$ cat src/rtl/x1_cmd_arbiter_pkg.sv
// Shared X1 command-word definitions for the command arbiter slice.
// Mode encodings, field offsets, command/requester typedefs and a mode classifier.
package x1_pkg;

  localparam logic [1:0] X1_MODE_PROG = 2'b11;
  localparam logic [1:0] X1_MODE_READ = 2'b01;

  localparam int MODE_MSB = 31;
  localparam int ROW_LSB  = 25;
  localparam int COL_LSB  = 20;

  typedef struct packed {
    logic [1:0]  mode;
    logic [4:0]  row;
    logic [4:0]  col;
    logic [19:0] data;
  } x1_cmd_t;

  typedef logic req_id_t;

  typedef enum logic [1:0] {
    ACT_NONE,
    ACT_FWD_READ,
    ACT_FWD_PROG,
    ACT_DROP
  } x1_action_e;

  // Reserved modes (2'b00, 2'b10) are swallowed rather than forwarded to the core.
  function automatic x1_action_e classify(input logic [1:0] mode);
    case (mode)
      X1_MODE_READ: return ACT_FWD_READ;
      X1_MODE_PROG: return ACT_FWD_PROG;
      default:      return ACT_DROP;
    endcase
  endfunction

endpackage

$ cat src/rtl/x1_cmd_arbiter_if.sv
// Bundle of requester, core and status signals around the X1 command arbiter.
// The slave modport is the arbiter; the master modport is its surroundings.
interface x1_cmd_arbiter_if #(
  parameter int CMD_W     = 32,
  parameter int OUT_DEPTH = 8
);
  localparam int CNT_W = $clog2(OUT_DEPTH) + 1;

  logic             req0_valid;
  logic             req0_ready;
  logic [CMD_W-1:0] req0_cmd;
  logic             req1_valid;
  logic             req1_ready;
  logic [CMD_W-1:0] req1_cmd;
  logic             core_cmd_valid;
  logic             core_cmd_ready;
  logic [CMD_W-1:0] core_cmd;
  logic             core_rsp_valid;
  logic [CMD_W-1:0] core_rsp_data;
  logic             rsp0_valid;
  logic [CMD_W-1:0] rsp0_data;
  logic             rsp1_valid;
  logic [CMD_W-1:0] rsp1_data;
  logic [CNT_W-1:0] rd_outstanding;
  logic             err_reserved;
  logic             err_orphan;

  modport master (
    output req0_valid, req0_cmd, req1_valid, req1_cmd,
    output core_cmd_ready, core_rsp_valid, core_rsp_data,
    input  req0_ready, req1_ready, core_cmd_valid, core_cmd,
    input  rsp0_valid, rsp0_data, rsp1_valid, rsp1_data,
    input  rd_outstanding, err_reserved, err_orphan
  );

  modport slave (
    input  req0_valid, req0_cmd, req1_valid, req1_cmd,
    input  core_cmd_ready, core_rsp_valid, core_rsp_data,
    output req0_ready, req1_ready, core_cmd_valid, core_cmd,
    output rsp0_valid, rsp0_data, rsp1_valid, rsp1_data,
    output rd_outstanding, err_reserved, err_orphan
  );

endinterface

$ cat src/rtl/x1_cmd_arbiter_tag_fifo.sv
// In-order FIFO of requester IDs, one entry per outstanding core read.
// Pushes while full and pops while empty are ignored.
module x1_tag_fifo
  import x1_pkg::*;
#(
  parameter int DEPTH = 8
) (
  input  logic                   clk,
  input  logic                   rst,
  input  logic                   i_push,
  input  logic                   i_pop,
  input  req_id_t                i_id,
  output req_id_t                o_head,
  output logic [$clog2(DEPTH):0] o_count,
  output logic                   o_full,
  output logic                   o_empty
);

  localparam int PTR_W = $clog2(DEPTH);
  localparam int CNT_W = PTR_W + 1;

  req_id_t          r_mem [DEPTH];
  logic [PTR_W-1:0] r_wr_ptr;
  logic [PTR_W-1:0] r_rd_ptr;
  logic [CNT_W-1:0] r_count;
  logic             w_push;
  logic             w_pop;

  assign o_full  = (r_count == CNT_W'(DEPTH));
  assign o_empty = (r_count == '0);
  assign o_count = r_count;
  assign o_head  = r_mem[r_rd_ptr];
  assign w_push  = i_push && !o_full;
  assign w_pop   = i_pop && !o_empty;

  always_ff @(posedge clk) begin
    if (w_push) r_mem[r_wr_ptr] <= i_id;
  end

  // DEPTH is a power of two, so the pointers wrap naturally.
  always_ff @(posedge clk or posedge rst) begin
    if (rst) begin
      r_wr_ptr <= '0;
      r_rd_ptr <= '0;
      r_count  <= '0;
    end else begin
      if (w_push) r_wr_ptr <= r_wr_ptr + PTR_W'(1);
      if (w_pop)  r_rd_ptr <= r_rd_ptr + PTR_W'(1);
      case ({w_push, w_pop})
        2'b10:   r_count <= r_count + CNT_W'(1);
        2'b01:   r_count <= r_count - CNT_W'(1);
        default: r_count <= r_count;
      endcase
    end
  end

endmodule

$ cat src/rtl/x1_cmd_arbiter.sv
// Round-robin arbiter sharing the X1 core command port between two requesters.
// Optional macro X1_ARB_STATS_EN adds saturating grant/stall counters.
module x1_cmd_arbiter
  import x1_pkg::*;
#(
  parameter int OUT_DEPTH = 8,
  parameter int CMD_W     = 32
) (
  input  logic        user_clk,
  input  logic        user_rst,
`ifdef X1_ARB_STATS_EN
  output logic [15:0] grant_cnt0,
  output logic [15:0] grant_cnt1,
  output logic [15:0] stall_cnt,
`endif
  x1_cmd_arbiter_if.slave bus
);

  localparam int CNT_W = $clog2(OUT_DEPTH) + 1;

  logic             r_slot_full;
  logic [CMD_W-1:0] r_slot_cmd;
  req_id_t          r_last_grant;
  logic             r_err_reserved;
  logic             r_err_orphan;
  logic             r_rsp0_valid;
  logic             r_rsp1_valid;
  logic [CMD_W-1:0] r_rsp0_data;
  logic [CMD_W-1:0] r_rsp1_data;

  x1_action_e       w_act0;
  x1_action_e       w_act1;
  x1_action_e       w_acc_act;
  logic             w_can_accept;
  logic             w_elig0;
  logic             w_elig1;
  logic             w_grant0;
  logic             w_grant1;
  logic             w_accept;
  logic [CMD_W-1:0] w_acc_cmd;
  logic             w_drain;
  logic             w_push;
  logic             w_pop_ok;
  logic             w_fifo_full;
  logic             w_fifo_empty;
  req_id_t          w_head;
  logic [CNT_W-1:0] w_count;

  assign w_act0 = classify(bus.req0_cmd[MODE_MSB -: 2]);
  assign w_act1 = classify(bus.req1_cmd[MODE_MSB -: 2]);

  // Reset gates acceptance so no requester sees ready while the block is held.
  always_comb begin
    w_can_accept = !user_rst && (!r_slot_full || bus.core_cmd_ready);
    w_elig0   = bus.req0_valid && w_can_accept && (w_act0 != ACT_FWD_READ || !w_fifo_full);
    w_elig1   = bus.req1_valid && w_can_accept && (w_act1 != ACT_FWD_READ || !w_fifo_full);
    w_grant0  = w_elig0 && (!w_elig1 || r_last_grant == 1'b1);
    w_grant1  = w_elig1 && (!w_elig0 || r_last_grant == 1'b0);
    w_accept  = w_grant0 || w_grant1;
    w_acc_cmd = w_grant1 ? bus.req1_cmd : bus.req0_cmd;
    w_acc_act = ACT_NONE;
    if (w_accept) w_acc_act = w_grant1 ? w_act1 : w_act0;
  end

  assign w_drain  = r_slot_full && bus.core_cmd_ready;
  assign w_push   = (w_acc_act == ACT_FWD_READ);
  assign w_pop_ok = bus.core_rsp_valid && !w_fifo_empty;

  x1_tag_fifo #(.DEPTH(OUT_DEPTH)) u_tag_fifo (
    .clk     (user_clk),
    .rst     (user_rst),
    .i_push  (w_push),
    .i_pop   (bus.core_rsp_valid),
    .i_id    (w_grant1),
    .o_head  (w_head),
    .o_count (w_count),
    .o_full  (w_fifo_full),
    .o_empty (w_fifo_empty)
  );

  always_ff @(posedge user_clk or posedge user_rst) begin
    if (user_rst) begin
      r_slot_full    <= 1'b0;
      r_slot_cmd     <= '0;
      r_last_grant   <= 1'b1;
      r_err_reserved <= 1'b0;
      r_err_orphan   <= 1'b0;
    end else begin
      if (w_accept) r_last_grant <= w_grant1;
      if (w_acc_act == ACT_FWD_READ || w_acc_act == ACT_FWD_PROG) begin
        r_slot_full <= 1'b1;
        r_slot_cmd  <= w_acc_cmd;
      end else if (w_drain) begin
        r_slot_full <= 1'b0;
      end
      if (w_acc_act == ACT_DROP) r_err_reserved <= 1'b1;
      if (bus.core_rsp_valid && w_fifo_empty) r_err_orphan <= 1'b1;
    end
  end

  // Responses return in issue order, so the FIFO head names the owner.
  always_ff @(posedge user_clk or posedge user_rst) begin
    if (user_rst) begin
      r_rsp0_valid <= 1'b0;
      r_rsp1_valid <= 1'b0;
      r_rsp0_data  <= '0;
      r_rsp1_data  <= '0;
    end else begin
      r_rsp0_valid <= w_pop_ok && (w_head == 1'b0);
      r_rsp1_valid <= w_pop_ok && (w_head == 1'b1);
      if (w_pop_ok && w_head == 1'b0) r_rsp0_data <= bus.core_rsp_data;
      if (w_pop_ok && w_head == 1'b1) r_rsp1_data <= bus.core_rsp_data;
    end
  end

  assign bus.req0_ready     = w_grant0;
  assign bus.req1_ready     = w_grant1;
  assign bus.core_cmd_valid = r_slot_full;
  assign bus.core_cmd       = r_slot_cmd;
  assign bus.rsp0_valid     = r_rsp0_valid;
  assign bus.rsp0_data      = r_rsp0_data;
  assign bus.rsp1_valid     = r_rsp1_valid;
  assign bus.rsp1_data      = r_rsp1_data;
  assign bus.rd_outstanding = w_count;
  assign bus.err_reserved   = r_err_reserved;
  assign bus.err_orphan     = r_err_orphan;

`ifdef X1_ARB_STATS_EN
  logic [15:0] r_grant_cnt0;
  logic [15:0] r_grant_cnt1;
  logic [15:0] r_stall_cnt;

  always_ff @(posedge user_clk or posedge user_rst) begin
    if (user_rst) begin
      r_grant_cnt0 <= '0;
      r_grant_cnt1 <= '0;
      r_stall_cnt  <= '0;
    end else begin
      if (w_grant0 && r_grant_cnt0 != 16'hFFFF) r_grant_cnt0 <= r_grant_cnt0 + 16'd1;
      if (w_grant1 && r_grant_cnt1 != 16'hFFFF) r_grant_cnt1 <= r_grant_cnt1 + 16'd1;
      if ((bus.req0_valid || bus.req1_valid) && !w_accept && r_stall_cnt != 16'hFFFF)
        r_stall_cnt <= r_stall_cnt + 16'd1;
    end
  end

  assign grant_cnt0 = r_grant_cnt0;
  assign grant_cnt1 = r_grant_cnt1;
  assign stall_cnt  = r_stall_cnt;
`endif

endmodule
$ cat src/flat_wrapper.sv
// flat-port wrapper written by rule: the top's interface ports become plain ports
module x1_cmd_arbiter_flat import x1_pkg::*;
#(
  parameter int OUT_DEPTH = 8,
  parameter int CMD_W     = 32
)
  (user_clk, user_rst, bus_req0_valid, bus_req0_cmd, bus_req1_valid, bus_req1_cmd, bus_core_cmd_ready, bus_core_rsp_valid, bus_core_rsp_data, bus_req0_ready, bus_req1_ready, bus_core_cmd_valid, bus_core_cmd, bus_rsp0_valid, bus_rsp0_data, bus_rsp1_valid, bus_rsp1_data, bus_rd_outstanding, bus_err_reserved, bus_err_orphan);
  x1_cmd_arbiter_if #(.CMD_W(CMD_W), .OUT_DEPTH(OUT_DEPTH)) bus_i ();
  input  logic user_clk;
  input  logic user_rst;
  input wire logic [$bits(bus_i.req0_valid)-1:0] bus_req0_valid;
  input wire logic [$bits(bus_i.req0_cmd)-1:0] bus_req0_cmd;
  input wire logic [$bits(bus_i.req1_valid)-1:0] bus_req1_valid;
  input wire logic [$bits(bus_i.req1_cmd)-1:0] bus_req1_cmd;
  input wire logic [$bits(bus_i.core_cmd_ready)-1:0] bus_core_cmd_ready;
  input wire logic [$bits(bus_i.core_rsp_valid)-1:0] bus_core_rsp_valid;
  input wire logic [$bits(bus_i.core_rsp_data)-1:0] bus_core_rsp_data;
  output wire logic [$bits(bus_i.req0_ready)-1:0] bus_req0_ready;
  output wire logic [$bits(bus_i.req1_ready)-1:0] bus_req1_ready;
  output wire logic [$bits(bus_i.core_cmd_valid)-1:0] bus_core_cmd_valid;
  output wire logic [$bits(bus_i.core_cmd)-1:0] bus_core_cmd;
  output wire logic [$bits(bus_i.rsp0_valid)-1:0] bus_rsp0_valid;
  output wire logic [$bits(bus_i.rsp0_data)-1:0] bus_rsp0_data;
  output wire logic [$bits(bus_i.rsp1_valid)-1:0] bus_rsp1_valid;
  output wire logic [$bits(bus_i.rsp1_data)-1:0] bus_rsp1_data;
  output wire logic [$bits(bus_i.rd_outstanding)-1:0] bus_rd_outstanding;
  output wire logic [$bits(bus_i.err_reserved)-1:0] bus_err_reserved;
  output wire logic [$bits(bus_i.err_orphan)-1:0] bus_err_orphan;
  assign bus_i.req0_valid = bus_req0_valid;
  assign bus_i.req0_cmd = bus_req0_cmd;
  assign bus_i.req1_valid = bus_req1_valid;
  assign bus_i.req1_cmd = bus_req1_cmd;
  assign bus_i.core_cmd_ready = bus_core_cmd_ready;
  assign bus_i.core_rsp_valid = bus_core_rsp_valid;
  assign bus_i.core_rsp_data = bus_core_rsp_data;
  assign bus_req0_ready = bus_i.req0_ready;
  assign bus_req1_ready = bus_i.req1_ready;
  assign bus_core_cmd_valid = bus_i.core_cmd_valid;
  assign bus_core_cmd = bus_i.core_cmd;
  assign bus_rsp0_valid = bus_i.rsp0_valid;
  assign bus_rsp0_data = bus_i.rsp0_data;
  assign bus_rsp1_valid = bus_i.rsp1_valid;
  assign bus_rsp1_data = bus_i.rsp1_data;
  assign bus_rd_outstanding = bus_i.rd_outstanding;
  assign bus_err_reserved = bus_i.err_reserved;
  assign bus_err_orphan = bus_i.err_orphan;
  x1_cmd_arbiter #(.OUT_DEPTH(OUT_DEPTH), .CMD_W(CMD_W)) u_core (.user_clk(user_clk), .user_rst(user_rst), .bus(bus_i));
endmodule
$ cat config.mk
export PLATFORM = sky130hd
export DESIGN_NAME = x1_cmd_arbiter_flat
export DESIGN_NICKNAME = d
export VERILOG_FILES = /design/src/rtl/x1_cmd_arbiter_pkg.sv /design/src/rtl/x1_cmd_arbiter_if.sv /design/src/rtl/x1_cmd_arbiter_tag_fifo.sv /design/src/rtl/x1_cmd_arbiter.sv /design/src/flat_wrapper.sv
export SDC_FILE = /design/constraint.sdc
export NUM_CORES = 1
export LEC_CHECK = 0
export CORE_UTILIZATION = 44
export DETAILED_ROUTE_END_ITERATION = 8
export PLACE_DENSITY = 0.8
export REMOVE_ABC_BUFFERS = 1
export SLEW_MARGIN = 30
export SYNTH_ARGS = -nofsm -noshare
export SYNTH_HDL_FRONTEND = slang
export SYNTH_SLANG_ARGS = --single-unit
$ cat constraint.sdc
create_clock -name user_clk -period 9.5 [get_ports user_clk]
set_clock_uncertainty 0.15 [all_clocks]
set_input_delay 2.375 -clock user_clk [delete_from_list [all_inputs] [get_ports user_clk]]
set_output_delay 2.375 -clock user_clk [all_outputs]
set_load 0.02 [all_outputs]
==> flow_summary.json, run 1 <==
{
  "first_pass_iters": 5,
  "die-area_um2": 13000,
  "slew_headroom_pct": 42.2,
  "hold_violations": 0,
  "synth_area_leader_cell": "dfrtp_1",
  "hpwl_um": 9990,
  "cts_max_level": 4,
  "place_area_um2": 7690,
  "synthDistinctLibCells": 50,
  "end_kind": "primary output",
  "postLayoutCellArea_um2": 8270,
  "max_stage_delay_ps": 730,
  "first_global_vias": 4592,
  "wl_met1_um": 5860,
  "drcViolationCount": 0,
  "top_layer": "met5",
  "p_leak_nw": 3.25,
  "placementRows": 40,
  "cp_max_fo": 57,
  "async_flop_share_pct": 93.3,
  "diodes": 0,
  "clockBufferDepth": 2,
  "outcome": "completed",
  "num_vias": 4513,
  "worstMarginPinSlew_ps": 865,
  "cpMaxStageDelayCell": "clkdlybuf4s50_1",
  "grt_max_degree": 66,
  "synth_area_leaders": "dfrtp_1 50%, mux2_2 13%, a41oi_1 5.1%",
  "numCtsBuffers": 17,
  "pre_cts_ws_ps": 1590,
  "startpoint": "user_rst",
  "wl_met3_um": 1420,
  "final.min_clock_period_ps": 7550,
  "wire_per_inst_um": 18.1,
  "min_from": "u_core.bus.err_orphan",
  "required_ps": 6980,
  "startpoint_type": "input pin",
  "cp_num_buf_inv": 4,
  "avgSynthCellArea_um2": 12.7,
  "clk_latency_ps": 400,
  "holdPathStages": 1,
  "ys.flop_type": "dfrtp_1",
  "via_per_inst": 5.54,
  "routed_wl_um": 14700,
  "crit_type": "input pin to primary output",
  "cts_resized": 0,
  "initial_core_util_pct": 45.5,
  "path_cells": "clkdlybuf4s50_1, inv_4, nand2_1, buf_4, nor3_2, clkdlybuf4s50_1",
  "first_iter_violations": 297,
  "io_pins": 209,
  "rr_worst_depth": 13,
  "dieWidth_um": 114,
  "ant_nets": 0,
  "rsz0062_at_grt": "false",
  "hold_path_class": "flip-flop to flip-flop",
  "grt-ovfl-total": 0,
  "holdPathEnd": "u_core.bus.err_orphan",
  "r2r_start": "u_core.u_tag_fifo.o_count[0]",
  "grt_pass1_wl_um": 23300,
  "setup_viol": 0,
  "finalWorstSetupSlack_ps": 1950,
  "nNetsFinal": 743,
  "cts_tree": "built",
  "rrSetupSlack_ps": 5390,
  "critPathMostFrequentCell": "clkdlybuf4s50_1",
  "antenna_found_initial": 0,
  "cts_sinks": 120,
  "vdd_drop_max_v": 0.000139,
  "drive_above_1_share_pct": 18.0,
  "drv_slew": 0,
  "maxCapViolCount": 0,
  "fmax_mhz": 132,
  "syn-instance-count": 435,
  "cp_top_family": "buffers and inverters",
  "hold_buffers": 0,
  "cts-root-buf": "clkbuf_16",
  "cts.clk_slew.worst_paths_ps": 50,
  "reg2reg_to": "u_core.u_tag_fifo.o_count[2]",
  "worstPathArrival_ps": 5020,
  "final.period_utilization_pct": 79.5,
  "gp_congestion": 0.815,
  "io_buffers": 208,
  "yosysWarnings": 0,
  "syn2layout_area_growth_pct": 50.2,
  "powerDensity_nw_per_um2": 365,
  "synth_seq_cells": 120,
  "synth-seq-area-share_pct": 55.3,
  "wl_met2_um": 7240,
  "syn_area_um2": 5510,
  "grt.total_usage_pct": 23.2,
  "post_cts_buffers": 0,
  "synth_top_area_share_pct": 50.4,
  "coreArea_um2": 12100,
  "synth-edff-count": 8,
  "die_y_um": 114
}
-- final cells by class --
class	instances	area (um2)
multi-input cells	277	2290
clock inverters	7	65.1
clock buffers	24	513
fillers	921	3840
flip-flops and latches	120	3040
repair buffers	215	2140
inverters	3	13.8
well taps	168	210
-- where the power goes --
| part | switching, W | total (W) | internal [W] |
|---|---|---|---|
| registers | 0.000175 | 0.000943 | 0.000768 |
| logic | 0.000719 | 0.00146 | 0.000743 |
| clock network | 0.000213 | 0.000613 | 0.000400 |
| total | 0.00111 | 0.00302 | 0.00191 |
-- per-stage QoR --
step	total power, W	utilization, %	TNS, ps	hold WS (ps)	std cells
3_3_place_gp	0.00235	63.3	0	289	782
6_report	0.00302	68.3	0	319	814
4_1_cts	0.00304	68.3	0	322	814
2_1_floorplan	0.00172	-	-403	347	400
3_5_place_dp	0.00241	63.5	0	311	783
5_1_grt	0.00318	68.3	0	342	814
-- Yosys cell counts (2+ instances only) --
library cell  count
nor4_1            2
edfxtp_1          8
nor2_1            5
mux2_2           63
mux2_1            3
a211oi_1          2
o31ai_1          32
nand2_1          12
ha_1              7
inv_1             2
nor2b_1          34
nand3_1           3
a41oi_1          32
nand2b_1          4
dfrtp_1         111
xnor2_1           5
a21o_1            2
buf_2             7
mux2i_1           3
buf_6             5
xor2_1            4
a21oi_1          36
nand3b_1          2
clkbuf_1         19
buf_4             3
nor3_1            5
-- registers in the layout, indices dropped and copies added (netlist names) --
register,count
u_core.bus.core_cmd,32
u_core.u_tag_fifo.r_wr_ptr,3
u_core.bus.err_reserved,1
u_core.bus.rsp1_valid,1
u_core.u_tag_fifo.r_mem,8
u_core.bus.rsp1_data,32
u_core.u_tag_fifo.o_count,4
u_core.bus.core_cmd_valid,1
u_core.r_last_grant,1
u_core.bus.err_orphan,1
u_core.bus.rsp0_data,32
u_core.bus.rsp0_valid,1
u_core.u_tag_fifo.r_rd_ptr,3
-- how the worst max path moves through the flow --
stage	endpoint	slack, ps	cells past startpoint
final	bus_req1_ready	1950	6
after global routing	bus_req1_ready	1750	6
after CTS	bus_req1_ready	1580	6
after detailed placement	bus_req1_ready	1590	6
after global placement	bus_req1_ready	1660	6
after floorplan	bus_req1_ready	-400	3
-- cell families after synthesis --
| group | share of synthesized area [%] |
|---|---|
| AOI/OAI and AO/OA | 15.1 |
| buffers and inverters | 3.63 |
| adders and majority gates | 1.59 |
| DFF | 55.3 |
| xor gates and xnor gates | 1.43 |
| muxes | 14.3 |
| and+or+nand+nor | 8.63 |
-- per-layer routing --
layer,up-vias,global-route usage (%)
li1,2040,-
met1,2174,28.6
met2,275,39.5
met3,22,6.80
met4,2,7.01
met5,-,0
-- worst reg2reg max path, delay by kind of cell (launching register included) --
family,cells,cell delay [ps]
AOI/OAI and AO/OA,4,1400
xor gates and xnor gates,3,470
adders and majority gates,3,720
DFF,1,490
and+or+nand+nor,3,750
-- layout by cell type, fill, tap and decap left out, types with 3 or more instances in the layout --
cell type / Yosys / final
a21oi_1: 36 / 35
a41oi_1: 32 / 32
buf_4: 3 / 6
clkbuf_16: 0 / 18
clkbuf_8: 0 / 4
clkdlybuf4s50_1: 0 / 208
clkinv_2: 0 / 4
dfrtp_1: 111 / 111
edfxtp_1: 8 / 8
ha_1: 7 / 7
mux2_1: 3 / 3
mux2_2: 63 / 63
mux2i_1: 3 / 3
nand2_1: 12 / 12
nand2b_1: 4 / 4
nand3_1: 3 / 3
nor2_1: 5 / 5
nor2b_1: 34 / 34
nor3_1: 5 / 4
o31ai_1: 32 / 32
xnor2_1: 5 / 5
xor2_1: 4 / 4
(Power assumes the default switching activity.)
==> run 2: changes to the inputs <==
==> constraint.sdc (replaced) <==
create_clock -name user_clk -period 7.3 [get_ports user_clk]
set_clock_uncertainty 0.15 [all_clocks]
set_input_delay 1.825 -clock user_clk [delete_from_list [all_inputs] [get_ports user_clk]]
set_output_delay 1.825 -clock user_clk [all_outputs]
set_load 0.02 [all_outputs]
==> flow_summary.json, run 2 (same netlist as run 1, synthesis figures left out) <==
{
  "max_stage_delay_ps": 830,
  "path_cells": "clkdlybuf4s50_1, nor2b_1, a21bo_2, nor3_1, clkdlybuf4s50_1",
  "cts_resized": 0,
  "first_global_vias": 4602,
  "slew_headroom_pct": 35.4,
  "required_ps": 5330,
  "cp_num_buf_inv": 2,
  "regArea_um2": 3040,
  "setup_viol": 0,
  "cts.clk_slew.worst_paths_ps": 50,
  "multi_input_area_um2": 2270,
  "fillCellCount": 901,
  "maxCapViolCount": 0,
  "clockBufferDepth": 2,
  "hold_buffers": 0,
  "cts-root-buf": "clkbuf_16",
  "via_per_inst": 5.47,
  "first_iter_violations": 220,
  "die-area_um2": 13000,
  "p_leak_nw": 3.30,
  "rsz0062_at_grt": "false",
  "worstPathArrival_ps": 4520,
  "io_buffers": 208,
  "num_vias": 4475,
  "final.period_utilization_pct": 89.0,
  "critPathMostFrequentCell": "clkdlybuf4s50_1",
  "diodes": 0,
  "drcViolationCount": 0,
  "nNetsFinal": 746,
  "initial_core_util_pct": 45.5,
  "antenna_found_initial": 0,
  "end_kind": "primary output",
  "routed_wl_um": 15100,
  "fmax_mhz": 154,
  "first_pass_iters": 4,
  "placementRows": 40,
  "finalWorstSetupSlack_ps": 802,
  "syn2layout_area_growth_pct": 51.8,
  "clk_latency_ps": 410,
  "grt.total_usage_pct": 23.8,
  "vdd_drop_max_v": 0.000209,
  "coreArea_um2": 12100,
  "cp_top_family": "buffers and inverters",
  "hold_violations": 0,
  "mostFrequentLayoutCells": "208 x clkdlybuf4s50_1, 111 x dfrtp_1, 63 x mux2_2",
  "grt_pass1_wl_um": 23700,
  "hpwl_um": 10100,
  "io_pins": 209,
  "drv_slew": 0,
  "outcome": "completed",
  "die_y_um": 114,
  "hold_path_class": "flip-flop to flip-flop",
  "post_cts_buffers": 0,
  "cp_max_fo": 34,
  "wire_per_inst_um": 18.5,
  "powerDensity_nw_per_um2": 484,
  "tns_ps": 0,
  "startpoint_type": "input pin",
  "cpMaxStageDelayCell": "nor3_1",
  "drive_above_1_share_pct": 18.5,
  "cts_sinks": 120,
  "grt-ovfl-total": 0,
  "final_core_util_pct": 69.0,
  "grt_max_degree": 66,
  "cts_tree": "built",
  "final_common_cell": "clkdlybuf4s50_1",
  "crit_type": "input pin to primary output",
  "ant_nets": 0,
  "final.min_clock_period_ps": 6500,
  "numCtsBuffers": 17,
  "gp_congestion": 0.751,
  "dieWidth_um": 114,
  "worstMarginPinSlew_ps": 961,
  "pre_cts_ws_ps": 776,
  "cts_max_level": 4
}
[run 2: routing by layer]
| layer | track usage, % | vias up | part of all wire, % |
|---|---|---|---|
| li1 | - | 2037 | - |
| met1 | 27.5 | 2172 | 39 |
| met2 | 40.5 | 243 | 49 |
| met3 | 8.08 | 23 | 9.6 |
| met4 | 9.35 | 0 | 2.0 |
| met5 | 0 | - | 0 |
[run 2: power breakdown]
| part | leakage [nW] | total, W | switching (W) | internal, W |
|---|---|---|---|---|
| clock | 0.320 | 0.000916 | 0.000299 | 0.000618 |
| sequential | 1.37 | 0.00122 | 0.000225 | 0.000999 |
| combinational | 1.61 | 0.00191 | 0.000936 | 0.000970 |
| total | 3.30 | 0.00405 | 0.00146 | 0.00259 |
[run 2: per-stage QoR]
step / cells / total power (W) / hold WS [ps] / area, um2
2_1_floorplan: 400 / 0.00224 / 347 / 5320
3_3_place_gp: 785 / 0.00306 / 287 / 7690
3_5_place_dp: 786 / 0.00313 / 301 / 7700
4_1_cts: 818 / 0.00408 / 310 / 8360
5_1_grt: 818 / 0.00426 / 333 / 8360
6_report: 818 / 0.00405 / 306 / 8360
[run 2: layout make-up]
| class | count | area share [%] |
|---|---|---|
| inverter | 3 | 0.165 |
| clock buffer | 22 | 5.91 |
| timing repair buffer | 218 | 25.9 |
| multi-input combinational | 277 | 27.2 |
| tap | 168 | 2.51 |
| clock inverter | 10 | 1.93 |
| sequential | 120 | 36.4 |
[run 2: path summary, 6_finish.rpt]
path / from / to / slack, ps / cells past startpoint
worst max-delay path: bus_req1_cmd[30] / bus_req1_ready / 800 / 5
worst min register to register: u_core.bus.err_orphan / u_core.bus.err_orphan / 310 / 1
min in group asynchronous: user_rst / u_core.bus.core_cmd[23] / 1850 / 3
worst max register to register: u_core.u_tag_fifo.o_count[0] / u_core.u_tag_fifo.o_count[3] / 3130 / 11
worst min-delay path: u_core.bus.err_orphan / u_core.bus.err_orphan / 310 / 1
max in group asynchronous: user_rst / u_core.bus.rsp0_data[20] / 3950 / 4
[run 2: worst register-to-register path, delay by kind of cell (launching register included)]
family	cells	cell delay [ps]
simple gates	4	1360
compound gates	4	1340
flops	1	510
fa+ha+maj	2	520
xor+xnor	1	190
